<file path="config.mk">
export PLATFORM = sky130hd
export DESIGN_NAME = pu_msp430_per_master
export DESIGN_NICKNAME = d
export VERILOG_FILES = /design/src/rtl/pu_msp430_per_master.sv
export SDC_FILE = /design/constraint.sdc
export NUM_CORES = 1
export LEC_CHECK = 0
export CELL_PAD_IN_SITES_DETAIL_PLACEMENT = 0
export CELL_PAD_IN_SITES_GLOBAL_PLACEMENT = 1
export CORE_MARGIN = 2
export CORE_UTILIZATION = 46
export DETAILED_ROUTE_END_ITERATION = 8
export PLACE_DENSITY = 0.79
export RECOVER_POWER = 100
export SLEW_MARGIN = 10
export SYNTH_ARGS = -nofsm -noshare
export SYNTH_HDL_FRONTEND = slang
export SYNTH_SLANG_ARGS = --single-unit
</file>
<file path="constraint.sdc">
create_clock -name mclk -period 3.1 [get_ports mclk]
set_clock_uncertainty 0.1 [all_clocks]
set_input_delay 0.465 -clock mclk [delete_from_list [all_inputs] [get_ports mclk]]
set_output_delay 0.465 -clock mclk [all_outputs]
set_load 0.1 [all_outputs]
</file>
<file path="src/rtl/pu_msp430_per_master.sv">
// Queued peripheral-bus master: commands are buffered in a small FIFO and replayed
// one at a time as single-cycle peripheral accesses, each returning one response.
module pu_msp430_per_master #(
   parameter int FIFO_DEPTH = 4,
   parameter int WAIT_CYC   = 0
) (
   input  logic        mclk,
   input  logic        puc_rst,
   input  logic        cmd_valid,
   output logic        cmd_ready,
   input  logic [14:0] cmd_addr,
   input  logic [15:0] cmd_wdata,
   input  logic [1:0]  cmd_we,
   output logic        rsp_valid,
   input  logic        rsp_ready,
   output logic [15:0] rsp_rdata,
   output logic        rsp_wr,
   output logic        per_en,
   output logic [1:0]  per_we,
   output logic [13:0] per_addr,
   output logic [15:0] per_din,
   input  logic [15:0] per_dout,
   output logic        busy
);

   localparam int PTR_W = (FIFO_DEPTH > 1) ? $clog2(FIFO_DEPTH) : 1;
   localparam int CNT_W = PTR_W + 1;
   localparam logic [CNT_W-1:0] DEPTH_C   = CNT_W'(FIFO_DEPTH);
   localparam logic [CNT_W-1:0] CNT_ONE   = CNT_W'(1);
   localparam logic [PTR_W-1:0] PTR_ONE   = PTR_W'(1);
   localparam logic [1:0]       WAIT_LAST = (WAIT_CYC > 0) ? 2'(WAIT_CYC - 1) : 2'd0;

   typedef enum logic [1:0] {
      S_IDLE = 2'd0,
      S_ACC  = 2'd1,
      S_WAIT = 2'd2,
      S_RESP = 2'd3
   } state_t;

   // Entry layout: {word address[31:18], write data[17:2], byte enables[1:0]}
   logic [31:0]      fifo_mem_r [FIFO_DEPTH];
   logic [PTR_W-1:0] wr_ptr_r;
   logic [PTR_W-1:0] rd_ptr_r;
   logic [CNT_W-1:0] count_r;
   state_t           state_r;
   state_t           state_s;
   logic [1:0]       wait_cnt_r;
   logic             push_s;
   logic             pop_s;
   logic             fifo_empty_s;
   logic [31:0]      head_s;
   logic [15:0]      capture_r;
   logic             rsp_wr_r;
   logic             rsp_valid_r;
   logic             per_en_r;
   logic [1:0]       per_we_r;
   logic [13:0]      per_addr_r;
   logic [15:0]      per_din_r;
   logic             addr_lsb_unused_s;

   assign addr_lsb_unused_s = cmd_addr[0];
   assign cmd_ready    = (count_r < DEPTH_C);
   assign push_s       = cmd_valid & cmd_ready;
   assign fifo_empty_s = (count_r == {CNT_W{1'b0}});
   assign head_s       = fifo_mem_r[rd_ptr_r];
   assign busy         = (~fifo_empty_s) | (state_r != S_IDLE);

   assign rsp_valid = rsp_valid_r;
   assign rsp_rdata = capture_r;
   assign rsp_wr    = rsp_wr_r;
   assign per_en    = per_en_r;
   assign per_we    = per_we_r;
   assign per_addr  = per_addr_r;
   assign per_din   = per_din_r;

   // Next-state decode; the FIFO head is popped on every entry into ACC
   always_comb begin
      state_s = state_r;
      pop_s   = 1'b0;
      case (state_r)
         S_IDLE: begin
            if (!fifo_empty_s) begin
               state_s = S_ACC;
               pop_s   = 1'b1;
            end else begin
               state_s = S_IDLE;
            end
         end
         S_ACC: begin
            if (WAIT_CYC > 0) begin
               state_s = S_WAIT;
            end else begin
               state_s = S_RESP;
            end
         end
         S_WAIT: begin
            if (wait_cnt_r == WAIT_LAST) begin
               state_s = S_RESP;
            end else begin
               state_s = S_WAIT;
            end
         end
         S_RESP: begin
            if (rsp_ready) begin
               if (!fifo_empty_s) begin
                  state_s = S_ACC;
                  pop_s   = 1'b1;
               end else begin
                  state_s = S_IDLE;
               end
            end else begin
               state_s = S_RESP;
            end
         end
         default: begin
            state_s = S_IDLE;
         end
      endcase
   end

   // FSM state and wait-cycle counter
   always_ff @(posedge mclk or posedge puc_rst) begin
      if (puc_rst) begin
         state_r    <= S_IDLE;
         wait_cnt_r <= 2'd0;
      end else begin
         state_r    <= state_s;
         wait_cnt_r <= (state_r == S_WAIT) ? (wait_cnt_r + 2'd1) : 2'd0;
      end
   end

   // FIFO pointers and occupancy
   always_ff @(posedge mclk or posedge puc_rst) begin
      if (puc_rst) begin
         wr_ptr_r <= {PTR_W{1'b0}};
         rd_ptr_r <= {PTR_W{1'b0}};
         count_r  <= {CNT_W{1'b0}};
      end else begin
         if (push_s) wr_ptr_r <= wr_ptr_r + PTR_ONE;
         if (pop_s)  rd_ptr_r <= rd_ptr_r + PTR_ONE;
         case ({push_s, pop_s})
            2'b10:   count_r <= count_r + CNT_ONE;
            2'b01:   count_r <= count_r - CNT_ONE;
            default: count_r <= count_r;
         endcase
      end
   end

   // FIFO storage; contents are don't-care while count is zero
   always_ff @(posedge mclk) begin
      if (push_s) fifo_mem_r[wr_ptr_r] <= {cmd_addr[14:1], cmd_wdata, cmd_we};
   end

   // Peripheral bus drivers: loaded on pop, forced to zero otherwise
   always_ff @(posedge mclk or posedge puc_rst) begin
      if (puc_rst) begin
         per_en_r   <= 1'b0;
         per_we_r   <= 2'b00;
         per_addr_r <= 14'h0000;
         per_din_r  <= 16'h0000;
      end else if (pop_s) begin
         per_en_r   <= 1'b1;
         per_addr_r <= head_s[31:18];
         per_din_r  <= head_s[17:2];
         per_we_r   <= head_s[1:0];
      end else begin
         per_en_r   <= 1'b0;
         per_we_r   <= 2'b00;
         per_addr_r <= 14'h0000;
         per_din_r  <= 16'h0000;
      end
   end

   // Response capture at the end of ACC; valid tracks the RESP state
   always_ff @(posedge mclk or posedge puc_rst) begin
      if (puc_rst) begin
         capture_r   <= 16'h0000;
         rsp_wr_r    <= 1'b0;
         rsp_valid_r <= 1'b0;
      end else begin
         if (state_r == S_ACC) begin
            capture_r <= (per_we_r == 2'b00) ? per_dout : 16'h0000;
            rsp_wr_r  <= (per_we_r != 2'b00);
         end
         rsp_valid_r <= (state_s == S_RESP);
      end
   end

endmodule
</file>
Word level (Yosys, flattened, before mapping)
Memory sizes are Yosys's and may differ from the RTL's.
Index checks and enable logic that the tools add are counted.
{"block": "totals", "register_bits": 62, "ramBits": 128, "inputBits": 53, "out_inout_bits": 53, "mem_count": 1}
{"name": "fifo_mem_r", "words": 4, "word_bits": 32, "read_ports": 1, "rd_clocked_by_memory_dff": 0, "write_ports": 1, "line": "41", "text": "logic [31:0] fifo_mem_r [FIFO_DEPTH];"}
{"block": "op_classes", "addsub": 5, "order_cmp": 1, "eq_ne": 6, "muxes": 16, "bitwise": 3, "n_reduce_logical": 7}
{"cell": "$mux W16", "n": 2}
{"cell": "$mux W14", "n": 1}
{"cell": "$eq A2 B2 Y1 const B", "n": 4}
{"cell": "$pmux W2 S4", "n": 1}
{"cell": "$mux W1", "n": 7}
{"cell": "$add A2 B1 Y2 const B", "n": 3}
{"cell": "$logic_not A2 Y1", "n": 3}
{"cell": "$mux W2", "n": 3}
{"cell": "$pmux W3 S2", "n": 1}
{"cell": "$reduce_bool A2 Y1", "n": 3}
{"cell": "$eq A2 B1 Y1 const B", "n": 2}
{"cell": "$add A3 B1 Y3 const B", "n": 1}
{"cell": "$logic_not A3 Y1", "n": 1}
{"cell": "$lt A3 B3 Y1 const B", "n": 1}
{"cell": "$sub A3 B1 Y3 const B", "n": 1}
{"cell": "$pmux W1 S2", "n": 1}
{"cell": "$and A1 B1 Y1", "n": 1}
{"cell": "$not A1 Y1", "n": 1}
{"cell": "$or A1 B1 Y1", "n": 1}

Depth between registers and ports, before layout
Gate-level depths: netlist (run 1).
{"block": "depth", "word_depth": 6, "ltp_mapped": 13, "ltp_nobuf": 11}

Worst setup path after synthesis (run 1)
OpenSTA, ideal clock, no wires.
{"block": "synth_timing", "kind": "reg2reg", "startpoint": "register state_r[0]", "endpoint": "register count_r[2]", "arrival_ns": 2.338, "t_required_ns": 2.844, "setup_slack_ns": 0.506, "path_stages_with_launch": 13, "path_buffers": 2, "synth_period_minus_slack_ns": 2.594, "cell_sequence": "dfrtp_1 > inv_1 > ha_1 > or3_1 > buf_2 > buf_6 > inv_1 > ha_1 > inv_1 > fa_1 > xor2_1 > nor2_1 > xnor2_1"}
{"block": "synth_via", "elab_chain_cells": 4, "elab_cells_between_ends": 7, "cone_classes": "eq/ne (3); mux (2); reduce/logical (2)"}
{"element": "start: declaration", "line": "45", "text": "state_t state_r;"}
{"element": "start signal: assignment", "line": "127", "text": "state_r <= state_s;"}
{"element": "$eq A2 B2 Y1 / $logic_not A2 Y1 (equally long branches)", "line": "80", "text": "case (state_r)"}
{"element": "$pmux W1 S2 (*)", "line": "80"}
{"element": "via pop_s", "line": "49", "text": "logic pop_s;"}
{"element": "$eq A2 B1 Y1 / $eq A2 B2 Y1 (equally long branches)", "line": "141", "text": "case ({push_s, pop_s})"}
{"element": "$pmux W3 S2 / $reduce_bool A2 Y1 (equally long branches)"}
{"element": "end signal: assignment", "line": "142", "text": "2'b10: count_r <= count_r + CNT_ONE;"}
{"element": "end signal: assignment", "line": "143", "text": "2'b01: count_r <= count_r - CNT_ONE;"}
{"element": "end signal: assignment", "line": "144", "text": "default: count_r <= count_r;"}
{"element": "end: declaration", "line": "44", "text": "logic [CNT_W-1:0] count_r;"}
Mark *: on every way through the listed nets, which the timed path passes. The rest lies on a longest branch.
A chain may end at the register's enable or synchronous reset.

Final worst setup path (run 1)
{"block": "layout_timing", "startpoint": "input cmd_valid", "endpoint": "memory fifo_mem_r[3][26], enable pin"}
{"block": "layout_via", "elab_chain_cells": 3}
{"element": "start: declaration", "line": "9", "text": "input logic cmd_valid,"}
{"element": "$and A1 B1 Y1", "line": "63", "text": "assign push_s = cmd_valid & cmd_ready;"}
{"element": "$mux W1", "line": "151", "text": "if (push_s) fifo_mem_r[wr_ptr_r] <= {cmd_addr[14:1], cmd_wdata, cmd_we};"}
{"element": "$mux W1 (not written as such)", "line": "151"}
{"element": "end: declaration", "line": "41"}
Every way passes these cells.

==> metrics.txt, run 1 <==
drc violations 0; Post-Syn Area 7086 sq um; Slew Viols, Final 0; CTS Hold Bufs 0; share of layout cells above drive strength 1 14.26%; vias 3451; period utilization 87.95%; htree depth 4; clk_lat worst skew 0.42 ns; storage element area 5396 sq um; Core Rows 45; vias in the first global route 3682; Final Hold Violating Endpoints 0; Max Cap Viol 0; min-delay worst type register to register; Vias/cell 4.973; fill count 1192; Resize count post-CTS 0; count of cell types in the netlist 29; total CTS buffers 17; Die Height 128.1 microns; Worst-path clk slew 0.06 ns; worst-path maximum fanout 27; multi-input combinational cell area 1456 sq um; Total GRT Usage 16.12%; Slew @ Worst Pin 1.206 ns; Detail Route Antenna Nets 0; Starting Density 46.78%; Max-slew headroom 19.93%; first-pass GRT wire length 19440 microns; Max Root-Sink Buffers 2; wire per inst 17.76 microns; Setup Fix Bufs, Post-CTS 0; Synth Instances 377; endpoint kind of the worst setup timing path register; min Tclk post-route 2.726 ns; Pre-antenna DRT Iters 4; placer congestion estimate 0.7443; Area Overhead vs Synth 20.71%; status finished clean; die area 16410 sq um; largest net degree at the start of global routing 42; sequential element share of the synthesized area 76.14%; Root Driver clkbuf_16; final setup violation count 0; DR iter-0 viols 191; Die W 128.1 microns; clk sinks 190; critical path type primary input to register; Final TNS setup 0 ns; dpl hpwl 7337 microns; port bufs 104; crit start category primary input; Routed WL 12330 microns; Crit path arrival time 2.68 ns; FMAX 366.8 MHz; Syn Area/Cell 18.79 sq um; RSZ-0062 raised after global routing no; I/O Pins 106; YS warnings 0; Mapped Nets 442; GRT Residual Overflow 0; WP data required 3.05 ns; initial antenna violation count 2; Core ar. 15150 sq um; Synth Register Bits 190; nets@finish 557; CTS tree built
## area by class of cell
type | instances | area share [%]
timing repair buffer | 112 | 8.967
multi-input combinational | 141 | 17.03
antenna | 1 | 0.02926
clock inverter | 12 | 1.360
tap | 188 | 2.750
sequential | 190 | 63.09
clock buffer | 20 | 5.456
inverter | 30 | 1.317
## logic make-up after synthesis
group	count (synthesis)	synth area share (%)
simple gates	67	5.368
compound gates	23	1.713
buf+inv	46	3.285
fa+ha+maj	12	2.225
mux	33	10.42
flops	190	76.14
xor+xnor	6	0.8478
## per-layer routing
metal  vias to the layer above  part of all wire (%)  global-route usage [%]
met5                         -                  0.11                       0
met4                         2                   1.3                   5.171
met3                        19                   5.7                   5.509
met2                       116                    48                   25.83
met1                      1706                    45                   20.95
li1                       1608                     -                       -
## metrics by stage
| stage | hold WS, ns | cell area [sq um] | utilization (%) | setup slack, ns | instances |
|---|---|---|---|---|---|
| floorplan | 0.3024 | 7086 | - | 0.5059 | 377 |
| global placement | 0.3146 | 8253 | 54.49 | 0.3473 | 661 |
| detailed placement | 0.3182 | 8253 | 54.49 | 0.2946 | 661 |
| CTS | 0.3280 | 8836 | 58.34 | 0.4912 | 693 |
| global route | 0.3692 | 8553 | 56.47 | 0.1756 | 694 |
| finish | 0.3301 | 8553 | 56.47 | 0.3735 | 694 |
## path summary, 6_finish.rpt
path | startpoint | end | slack (ns) | cells past startpoint
max | cmd_valid | fifo_mem_r[3][26] | 0.37 | 4
min | wait_cnt_r[0] | wait_cnt_r[0] | 0.33 | 1
max reg2reg | state_r[0] | count_r[2] | 0.53 | 10
min reg2reg | wait_cnt_r[0] | wait_cnt_r[0] | 0.33 | 1
max in group asynchronous | puc_rst | rd_ptr_r[1] | 0.62 | 3
min in group asynchronous | puc_rst | per_addr[12] | 0.63 | 2
## Yosys cell counts
| cell | n | share of area (%) |
|---|---|---|
| a211oi_1 | 1 | 0.11 |
| a21o_1 | 1 | 0.11 |
| a21oi_1 | 3 | 0.21 |
| and2_1 | 5 | 0.44 |
| buf_2 | 6 | 0.42 |
| buf_6 | 7 | 1.1 |
| clkbuf_1 | 3 | 0.16 |
| dfrtp_1 | 62 | 22 |
| edfxtp_1 | 128 | 54 |
| fa_1 | 1 | 0.28 |
| ha_1 | 11 | 1.9 |
| inv_1 | 30 | 1.6 |
| mux2i_1 | 1 | 0.14 |
| mux4_1 | 2 | 0.74 |
| mux4_2 | 30 | 9.5 |
| nand2_1 | 18 | 0.95 |
| nand2b_1 | 1 | 0.088 |
| nor2_1 | 3 | 0.16 |
| nor2b_1 | 35 | 3.1 |
| nor3_2 | 1 | 0.14 |
| nor3b_1 | 1 | 0.11 |
| nor3b_2 | 1 | 0.18 |
| nor4b_1 | 1 | 0.12 |
| o21ai_0 | 17 | 1.2 |
| o22ai_1 | 1 | 0.088 |
| or3_1 | 1 | 0.088 |
| xnor2_1 | 3 | 0.37 |
| xnor2_2 | 1 | 0.23 |
| xor2_1 | 2 | 0.25 |
## registers in the layout, summed over array words and instances (netlist names)
register	flops
per_addr	14
per_din	16
per_we	2
wait_cnt_r	2
rsp_valid	1
per_en	1
rsp_wr	1
rd_ptr_r	2
wr_ptr_r	2
fifo_mem_r	128
count_r	3
state_r	2
rsp_rdata	16
## critical path: stages
cell and delay (ns):
dlygate4sd3_1 0.51, nor2b_1 0.43, and2_0 0.53, clkbuf_2 0.72
## cells in the final DEF (no fill, tap or decap), drive strengths merged, types with 2 or more instances in the layout
| cell | synthesis | layout |
|---|---|---|
| edfxtp | 128 | 128 |
| clkbuf | 3 | 79 |
| dfrtp | 62 | 62 |
| nor2b | 35 | 35 |
| dlygate4sd3 | 0 | 34 |
| mux4 | 32 | 32 |
| inv | 30 | 31 |
| nand2 | 18 | 18 |
| o21ai | 17 | 17 |
| clkdlybuf4s50 | 0 | 17 |
| ha | 11 | 11 |
| clkinv | 0 | 9 |
| and2 | 5 | 5 |
| xnor2 | 4 | 4 |
| a21oi | 3 | 3 |
| nor2 | 3 | 3 |
| xor2 | 2 | 2 |
| bufinv | 0 | 2 |
| nor3b | 2 | 2 |
| buf | 13 | 2 |
Power of run 1 is left out: the tool's default activity adds up to more than one toggle a clock period on the data nets, which glitch-free logic cannot reach.
==> inputs of run 2 (changes only) <==
--- a/config.mk
+++ b/config.mk
@@ -7,7 +7,7 @@
 export LEC_CHECK = 0
 export CELL_PAD_IN_SITES_DETAIL_PLACEMENT = 0
 export CELL_PAD_IN_SITES_GLOBAL_PLACEMENT = 1
-export CORE_MARGIN = 2
+export CORE_MARGIN = 8
 export CORE_UTILIZATION = 46
 export DETAILED_ROUTE_END_ITERATION = 8
 export PLACE_DENSITY = 0.79
==> run 2 against run 1 <==
The run now ends with capacitance limit, slew limit left. Cell area rose by 0.57%. Critical endpoint is now fifo_mem_r[1][12]. Critical path depth is the same. Largest cell class unchanged. Hold slack worse by 0.0046 ns. Register-to-register slack is essentially flat. Clock-buffer cell count rose by 5. Via count is 0.84% higher.
==> metrics.txt, run 2 (same netlist as run 1, synthesis figures left out) <==
status complete, but fails checks (was finished clean); violated checks capacitance limit, slew limit; critical path type primary input to register (unchanged); Pre-antenna DRT Iters 6 (was 4); storage element area 5398 sq um (was 5396 sq um); multi-input combinational cell area 1455 sq um (was 1456 sq um); placed cells 661 (unchanged); DR iter-0 viols 238 (was 191); nets@finish 557 (unchanged); RSZ-0062 raised after global routing no (unchanged); Die Height 140.1 microns (was 128.1 microns); Max Cap Viol 1 (was 0); min Tclk post-route 2.617 ns (was 2.726 ns); final setup violation count 0 (unchanged); Hold Crit Start wait_cnt_r[0] (unchanged); Worst-path clk slew 0.06 ns (about the same); total CTS buffers 17 (unchanged); dpl hpwl 8068 microns (was 7337 microns); CTS Hold Bufs 0 (unchanged); FMAX 382.1 MHz (was 366.8 MHz); vias in the first global route 3904 (was 3682); Setup Fix Bufs, Post-CTS 0 (unchanged); Crit path arrival time 2.64 ns (was 2.68 ns); Core Rows 45 (unchanged); non-filler cells, final 693 (was 694); max reg flops 128 (unchanged); clk sinks 190 (unchanged); share of layout cells above drive strength 1 13.66% (was 14.26%); die area 19630 sq um (was 16410 sq um); slowest stage cell, crit path and2_0 (was clkbuf_2); hold path cells 1 (unchanged); Max-slew headroom -5.920% (was 19.93%); Final Hold Violating Endpoints 0 (unchanged); Biggest register fifo_mem_r (unchanged); crit start category primary input (unchanged); worst setup margin 0.4827 ns (was 0.3735 ns); Area Overhead vs Synth 21.40% (was 20.71%); clk_lat worst skew 0.42 ns (about the same); worst reg2reg path startpoint state_r[1] (was state_r[0]); first-pass GRT wire length 20750 microns (was 19440 microns); Worst path max stage delay 0.94 ns (was 0.72 ns); Resize count post-CTS 0 (unchanged); htree depth 4 (unchanged); initial antenna violation count 1 (was 2); ANT cells 0 (was 1); Slew @ Worst Pin 1.589 ns (was 1.206 ns); vias 3480 (was 3451); min-delay worst type register to register (unchanged); Root Driver clkbuf_16 (unchanged); placer congestion estimate 0.7218 (was 0.7443); Final TNS setup 0 ns (unchanged); wire per inst 18.44 microns (was 17.76 microns); Total GRT Usage 13.96% (was 16.12%); worst-path maximum fanout 19 (was 27); Core ar. 15150 sq um (unchanged); cells on worst reg2reg path 10 (unchanged); CTS tree built (unchanged); most common cell after layout, fill and taps aside edfxtp_1 (unchanged); met1 Usage GRT 16.70% (was 20.95%); port bufs 104 (unchanged); gr busiest metal met2 (unchanged); Die W 140.1 microns (was 128.1 microns); DP Worst Slack 0.3220 ns (was 0.2946 ns); endpoint kind of the worst setup timing path register (unchanged); fill count 1180 (was 1192); CP cell instances dlygate4sd3_1, nor2b_1, and2_0, buf_12 (was dlygate4sd3_1, nor2b_1, and2_0, clkbuf_2); period utilization 84.43% (was 87.95%); Routed WL 12780 microns (was 12330 microns); Starting Density 46.78% (unchanged); Detail Route Antenna Nets 0 (unchanged); Max Root-Sink Buffers 2 (unchanged); commonest non-fill, non-tap cells in the layout edfxtp_1, dfrtp_1, clkbuf_1 (unchanged); largest net degree at the start of global routing 63 (was 42); GRT Residual Overflow 0 (unchanged); drc violations 0 (unchanged); I/O Pins 106 (unchanged); Slew Viols, Final 63 (was 0); CP startpoint cmd_valid (unchanged); WP data required 3.12 ns (was 3.05 ns); GR Util met2 22.48% (was 25.83%); Vias/cell 5.022 (was 4.973); met3 Use GR 5.539% (was 5.509%)
==> run 2: metal layers <==
metal	wire, microns	up-vias
met5	12	-
met4	121	2
met3	907	13
met2	6106	109
met1	5630	1754
li1	-	1602
==> run 2: worst paths after layout <==
| check | endpoint | slack, ns |
|---|---|---|
| worst max-delay path | fifo_mem_r[1][12] | 0.48 |
| worst min-delay path | wait_cnt_r[0] | 0.33 |
| worst max register to register | count_r[2] | 0.53 |
| worst min register to register | wait_cnt_r[0] | 0.33 |
| max in group asynchronous | rd_ptr_r[0] | 0.90 |
| min in group asynchronous | per_din[2] | 0.94 |
==> run 2: metrics by stage <==
| stage | utilization [%] | cell area, sq um | hold slack [ns] |
|---|---|---|---|
| 2_1_floorplan | - | 7086 | 0.3024 |
| 3_3_place_gp | 54.41 | 8240 | 0.3141 |
| 3_5_place_dp | 54.41 | 8240 | 0.3204 |
| 4_1_cts | 58.30 | 8830 | 0.3286 |
| 5_1_grt | 56.79 | 8602 | 0.3606 |
| 6_report | 56.79 | 8602 | 0.3255 |
==> run 2: final cells by class <==
class | instances | area share [%]
repair buffers | 112 | 9.440
flip-flops and latches | 190 | 62.75
multi-input cells | 141 | 16.92
inverters | 30 | 1.309
well taps | 188 | 2.735
clock inverters | 7 | 1.324
clock buffers | 25 | 5.527
==> run 2: critical path: cells and delay by family <==
kind | cells | cell delay, ns
AND/OR/NAND/NOR | 2 | 1.38
buffers and inverters | 2 | 0.78
Power of run 2 is left out for the same reason.
